===== src/rtl/adder_accumulate_ctrl_if.sv =====
// Operand, control and status bundle between the front panel / adder chain and
// the accumulate controller. The master side drives the switches, buttons and
// returned sum. The slave side is the controller.
interface adder_accumulate_ctrl_if #(
  parameter int WIDTH = 16
);
  logic [WIDTH-1:0] Switches;
  logic             LoadB;
  logic             Run;
  logic [WIDTH-1:0] Sum_in;
  logic             Cout_in;
  logic [WIDTH-1:0] A_out;
  logic [WIDTH-1:0] B_out;
  logic             Cout_out;
  logic             Busy;
  logic             Done;

  modport master (
    output Switches, LoadB, Run, Sum_in, Cout_in,
    input  A_out, B_out, Cout_out, Busy, Done
  );

  modport slave (
    input  Switches, LoadB, Run, Sum_in, Cout_in,
    output A_out, B_out, Cout_out, Busy, Done
  );
endinterface


===== src/rtl/adder_accumulate_ctrl.sv =====
// Register/control stage in front of the carry-select adder chain.
// It holds the accumulator A and the operand B, and presents both to the adder.
// On each Run press it waits SETTLE_CYCLES for the sum to settle, then writes Sum/Cout back into A.
// HOLD state: after a write, the controller waits here for Run to be released, so one press gives one accumulate.
module adder_accumulate_ctrl #(
  parameter int WIDTH         = 16,
  parameter int SETTLE_CYCLES = 2
) (
  input logic                   Clk,
  input logic                   Reset,
  adder_accumulate_ctrl_if.slave bus
);

  localparam int CNT_W = (SETTLE_CYCLES > 1) ? $clog2(SETTLE_CYCLES) : 1;
  localparam logic [CNT_W-1:0] SETTLE_INIT = CNT_W'(SETTLE_CYCLES - 1);

  typedef enum logic [1:0] {
    IDLE  = 2'd0,
    ADD   = 2'd1,
    LATCH = 2'd2,
    HOLD  = 2'd3
  } state_t;

  state_t           state_q, state_d;
  logic [CNT_W-1:0] cnt_q, cnt_d;
  logic [WIDTH-1:0] a_q, a_d;
  logic [WIDTH-1:0] b_q, b_d;
  logic             cout_q, cout_d;
  logic             run_q;
  logic             runRise;

  assign runRise = bus.Run & ~run_q;

  // Next-state and register-update decode; A/B only change in IDLE (B) or LATCH (A)
  always_comb begin
    state_d = state_q;
    cnt_d   = cnt_q;
    a_d     = a_q;
    b_d     = b_q;
    cout_d  = cout_q;
    case (state_q)
      IDLE: begin
        if (runRise) begin
          state_d = ADD;
          cnt_d   = SETTLE_INIT;
        end else if (bus.LoadB) begin
          b_d = bus.Switches;
        end
      end
      ADD: begin
        if (cnt_q == '0) begin
          state_d = LATCH;
        end else begin
          cnt_d = cnt_q - CNT_W'(1);
        end
      end
      LATCH: begin
        a_d     = bus.Sum_in;
        cout_d  = bus.Cout_in;
        state_d = bus.Run ? HOLD : IDLE;
      end
      HOLD: begin
        if (!bus.Run) begin
          state_d = IDLE;
        end
      end
      default: state_d = IDLE;
    endcase
  end

  // State, counter, operand and Run-edge registers; synchronous reset aborts any accumulate in flight
  always_ff @(posedge Clk) begin
    if (Reset) begin
      state_q <= IDLE;
      cnt_q   <= '0;
      a_q     <= '0;
      b_q     <= '0;
      cout_q  <= 1'b0;
      run_q   <= 1'b0;
    end else begin
      state_q <= state_d;
      cnt_q   <= cnt_d;
      a_q     <= a_d;
      b_q     <= b_d;
      cout_q  <= cout_d;
      run_q   <= bus.Run;
    end
  end

  assign bus.A_out    = a_q;
  assign bus.B_out    = b_q;
  assign bus.Cout_out = cout_q;
  assign bus.Busy     = (state_q == ADD) || (state_q == LATCH);
  assign bus.Done     = (state_q == LATCH);

endmodule


===== src/flat_wrapper.sv =====
// flat-port wrapper written by rule: the top's interface ports become plain ports
module adder_accumulate_ctrl_flat 
#(
  parameter int WIDTH         = 16,
  parameter int SETTLE_CYCLES = 2
)
  (Clk, Reset, bus_Switches, bus_LoadB, bus_Run, bus_Sum_in, bus_Cout_in, bus_A_out, bus_B_out, bus_Cout_out, bus_Busy, bus_Done);
  adder_accumulate_ctrl_if #(.WIDTH(WIDTH)) bus_i ();
  input logic Clk;
  input logic Reset;
  input wire logic [$bits(bus_i.Switches)-1:0] bus_Switches;
  input wire logic [$bits(bus_i.LoadB)-1:0] bus_LoadB;
  input wire logic [$bits(bus_i.Run)-1:0] bus_Run;
  input wire logic [$bits(bus_i.Sum_in)-1:0] bus_Sum_in;
  input wire logic [$bits(bus_i.Cout_in)-1:0] bus_Cout_in;
  output wire logic [$bits(bus_i.A_out)-1:0] bus_A_out;
  output wire logic [$bits(bus_i.B_out)-1:0] bus_B_out;
  output wire logic [$bits(bus_i.Cout_out)-1:0] bus_Cout_out;
  output wire logic [$bits(bus_i.Busy)-1:0] bus_Busy;
  output wire logic [$bits(bus_i.Done)-1:0] bus_Done;
  assign bus_i.Switches = bus_Switches;
  assign bus_i.LoadB = bus_LoadB;
  assign bus_i.Run = bus_Run;
  assign bus_i.Sum_in = bus_Sum_in;
  assign bus_i.Cout_in = bus_Cout_in;
  assign bus_A_out = bus_i.A_out;
  assign bus_B_out = bus_i.B_out;
  assign bus_Cout_out = bus_i.Cout_out;
  assign bus_Busy = bus_i.Busy;
  assign bus_Done = bus_i.Done;
  adder_accumulate_ctrl #(.WIDTH(WIDTH), .SETTLE_CYCLES(SETTLE_CYCLES)) u_core (.Clk(Clk), .Reset(Reset), .bus(bus_i));
endmodule

===== config.mk =====
export PLATFORM = sky130hd
export DESIGN_NAME = adder_accumulate_ctrl_flat
export DESIGN_NICKNAME = d
export VERILOG_FILES = /design/src/rtl/adder_accumulate_ctrl_if.sv /design/src/rtl/adder_accumulate_ctrl.sv /design/src/flat_wrapper.sv
export SDC_FILE = /design/constraint.sdc
export NUM_CORES = 1
export LEC_CHECK = 0
export CAP_MARGIN = 5
export CORE_UTILIZATION = 30
export CTS_BUF_LIST = sky130_fd_sc_hd__clkbuf_8
export CTS_CLUSTER_DIAMETER = 100
export DETAILED_ROUTE_END_ITERATION = 10
export PLACE_DENSITY = 0.63
export REMOVE_ABC_BUFFERS = 1
export SLEW_MARGIN = 30
export SYNTH_ARGS = -nofsm -noshare
export SYNTH_HDL_FRONTEND = slang
export SYNTH_SLANG_ARGS = --single-unit

===== constraint.sdc =====
create_clock -name Clk -period 2 [get_ports Clk]
set_input_delay 0.4 -clock Clk [delete_from_list [all_inputs] [get_ports Clk]]
set_output_delay 0.4 -clock Clk [all_outputs]
set_load 0.02 [all_outputs]

==> summary.txt <==
Run status
  – Status: finished, final reports clean

Synthesis
  – Sequential area share after synthesis: 0.537
  – Mapped Area: 1380 um^2
  – Cell variety after synth: 19
  – Number of synthesized register bits: 37
  – Average size of a mapped cell: 9.20 um^2
  – Yosys warnings: 0
  – Cells after Synth: 150

Clock tree
  – Worst-case clock buffer depth: 2
  – Clock Latency Late Sink: roughly 280 ps
  – Worst-path clk slew: around 70 ps
  – Cell chosen for the clock root: clkbuf_8
  – CTS Sinks: 37
  – CTS tree: yes
  – Hold buffers post-CTS: 0
  – CTS Buf Count: 5
  – H-tree levels: 2

Finish
  – Nets@finish: 265
  – Final Cell Area: 2230 um^2
  – Diodes inserted: 0
  – Share of layout cells above drive strength 1: 0.0625
  – Synthesis-to-finish area growth: 61.7%
  – Most frequent cells in the layout: clkdlybuf4s50_1 (69), dfxtp_1 (37), nand2_1 (34), a21oi_1 (19), nor2_1 (18)
  – Commonest non-fill, non-tap cell in the layout: clkdlybuf4s50_1

GRT
  – Vias in the first global route: around 1.2k
  – Overall Global Routing Usage: 0.139
  – First-pass GRT wire length: 5370 um
  – Largest net degree at the start of global routing: 38
  – Initial antenna violation count: 0
  – Total congestion overflow: 0

Timing
  – Final hold vios: 0
  – Relative slew slack: 0.628
  – Setup TNS: 0 ps
  – Final period utilization: 0.902
  – Minimum clock period: 1800 ps
  – Worst Skew: 3.70 ps
  – Worst Tran Pin Value: 559 ps
  – Final setup violation count: 0
  – Fin. max-slew vios: 0
  – RSZ-0062 raised after global routing: false
  – Highest Clock Rate: 0.554 GHz
  – Hold slack: about 450 ps

Worst hold path
  – Min-delay worst type: reg -> reg
  – Hold path endpoint: u_core.bus.B_out[7]$_SDFFE_PP0P_
  – Worst Hold Launch: u_core.bus.B_out[7]$_SDFFE_PP0P_
  – WHS Path Cells: 2

Route
  – Drt initial violations: 58
  – Initial DRT Pass Iterations: 4
  – Vias per inst: around 4.5
  – DRC viols: 0
  – WL/cell: about 11 um
  – Routed wire length: 3140 um
  – Vias after detailed routing: 1251
  – Routed Antenna Nets: 0

Critical path
  – Worst r2r path cells: 6
  – R2r setup slk: approximately 360 ps
  – WS Path Type: reg -> out
  – Worst EP arrival: 1400 ps
  – CP Capture Type: primary output
  – CP required: ~1600 ps
  – R2r endpoint: u_core.state_q[0]$_SDFFE_PP0P_
  – RR Startpoint: u_core.state_q[0]$_SDFFE_PP0P_
  – Critical path depth: 3
  – Family with the most delay on the worst path: buffers and inverters
  – Number of buffers and inverters on the critical path: 2
  – CP max FO: 5
  – Slowest cell on crit path: dfxtp_1
  – Crit path cell chain: inv_1 -> ha_1 -> dlygate4sd2_1
  – Setup crit start kind: flop
  – Critical path's largest stage delay: 410 ps

Power and ir drop
  – Peak VDD IR: 0.556 mV
  – Clock power frac: 0.206
  – Reg power frac: 0.393
  – P_sw: 0.819 mW
  – Logic gate share of total power: 0.401
  – Pwr/cell area: approximately 1100 nW/um^2
  – Pwr Total: between 2 and 2.5 mW
  – Internal Power: 1.57 mW
  – Leak pwr: 0.841 nW
  – Net Sw Frac: 0.343

Die
  – Die Height: 69.8 um
  – Die ar.: roughly 4900 um^2
  – Std-Cell Rows: 24
  – Core Box Area: 4380 um^2
  – Initial core utilization: 0.315
  – Chip width: 69.8 um
  – # IOs: 72

Placement
  – HPWL Detailed: 2100 um
  – Placed Area: 2150 um^2
  – IO buf count: 71
  – Final Wtd Congestion: between 0.8 and 0.9

Job
  – Max Cap Violations: 0
-- cell usage after synthesis --
cell	number	area, um^2
a211oi_1	1	7.51
nand2_1	34	128
a311oi_1	1	8.76
and3_1	1	6.26
nand3_1	1	5.00
buf_2	3	15.0
a21oi_1	19	95.1
dfxtp_1	37	741
or3b_2	1	8.76
nor2b_1	1	6.26
nand2b_2	1	8.76
ha_1	5	62.6
nor2_1	18	67.6
clkbuf_1	5	18.8
a21bo_2	1	10.0
buf_1	1	3.75
a222oi_1	1	10.0
inv_1	2	7.51
mux2i_1	17	170
-- per-stage QoR --
stage / setup WS (ps) / cells / utilization
2_1_floorplan: 295 / 141 / -
6_report: 195 / 276 / 0.509
3_5_place_dp: 41.3 / 268 / 0.490
3_3_place_gp: 94.7 / 268 / 0.490
5_1_grt: 116 / 276 / 0.509
4_1_cts: 18.0 / 276 / 0.509
-- power by group through the flow --
| stage | registers (mW) | logic [mW] | clock network [mW] |
|---|---|---|---|
| 2_1_floorplan | 1.07 | 0.435 | 0 |
| 6_report | 0.938 | 0.958 | 0.492 |
| 3_3_place_gp | 0.952 | 0.979 | 0 |
| 3_5_place_dp | 0.951 | 0.983 | 0 |
| 5_1_grt | 0.956 | 1.05 | 0.561 |
| 4_1_cts | 0.938 | 0.974 | 0.519 |
-- what timing repair did --
action,4_1_cts,5_1_grt
gates cloned,0,0
resized for setup,1,1
buffers inserted,0,0
setup endpoints to repair,1,1
-- worst min-delay path, cell delays in order (launching register included) --
cell	delay, ps
dfxtp_1	310
nand2_1	50
a21oi_1	50
-- metal layers --
| layer | global-route usage | part of all wire |
|---|---|---|
| met1 | 0.171 | 0.45 |
| met2 | 0.198 | 0.39 |
| met3 | 0.0872 | 0.14 |
| met4 | 0.0467 | 0.013 |
| met5 | 0 | 0 |
-- sequential cells by signal, summed over array words and instances, names as in the netlist --
signal               cells
u_core.bus.A_out        16
u_core.bus.B_out        16
u_core.state_q           2
u_core.bus.Cout_out      1
u_core.cnt_q             1
u_core.run_q             1
-- worst max path at each step --
stage | start | to | slack [ps]
floorplan | u_core.state_q[0]$_SDFFE_PP0P_ | u_core.state_q[0]$_SDFFE_PP0P_ | 290
global placement | bus_Run | u_core.state_q[0]$_SDFFE_PP0P_ | 90
detailed placement | bus_Run | u_core.state_q[0]$_SDFFE_PP0P_ | 40
CTS | u_core.state_q[0]$_SDFFE_PP0P_ | bus_Done | 20
global route | u_core.state_q[0]$_SDFFE_PP0P_ | bus_Busy | 120
finish | u_core.state_q[0]$_SDFFE_PP0P_ | bus_Busy | 200
-- kinds of logic after synthesis --
| logic type | count (synthesis) | share of synthesized area |
|---|---|---|
| DFF | 37 | 0.537 |
| muxes | 17 | 0.123 |
| and+or+nand+nor | 57 | 0.167 |
| adders and majority gates | 5 | 0.0453 |
| AOI/OAI and AO/OA | 23 | 0.0952 |
| buffers and inverters | 11 | 0.0326 |
-- area by class of cell --
cell class,instances,area (um^2)
Fill cell,424,2150
Clock inverter,3,13.8
Sequential cell,37,741
Multi-Input combinational cell,102,594
Tap cell,52,65.1
Timing Repair Buffer,75,742
Inverter,2,7.51
Clock buffer,5,68.8
(Power assumes the default switching activity.)
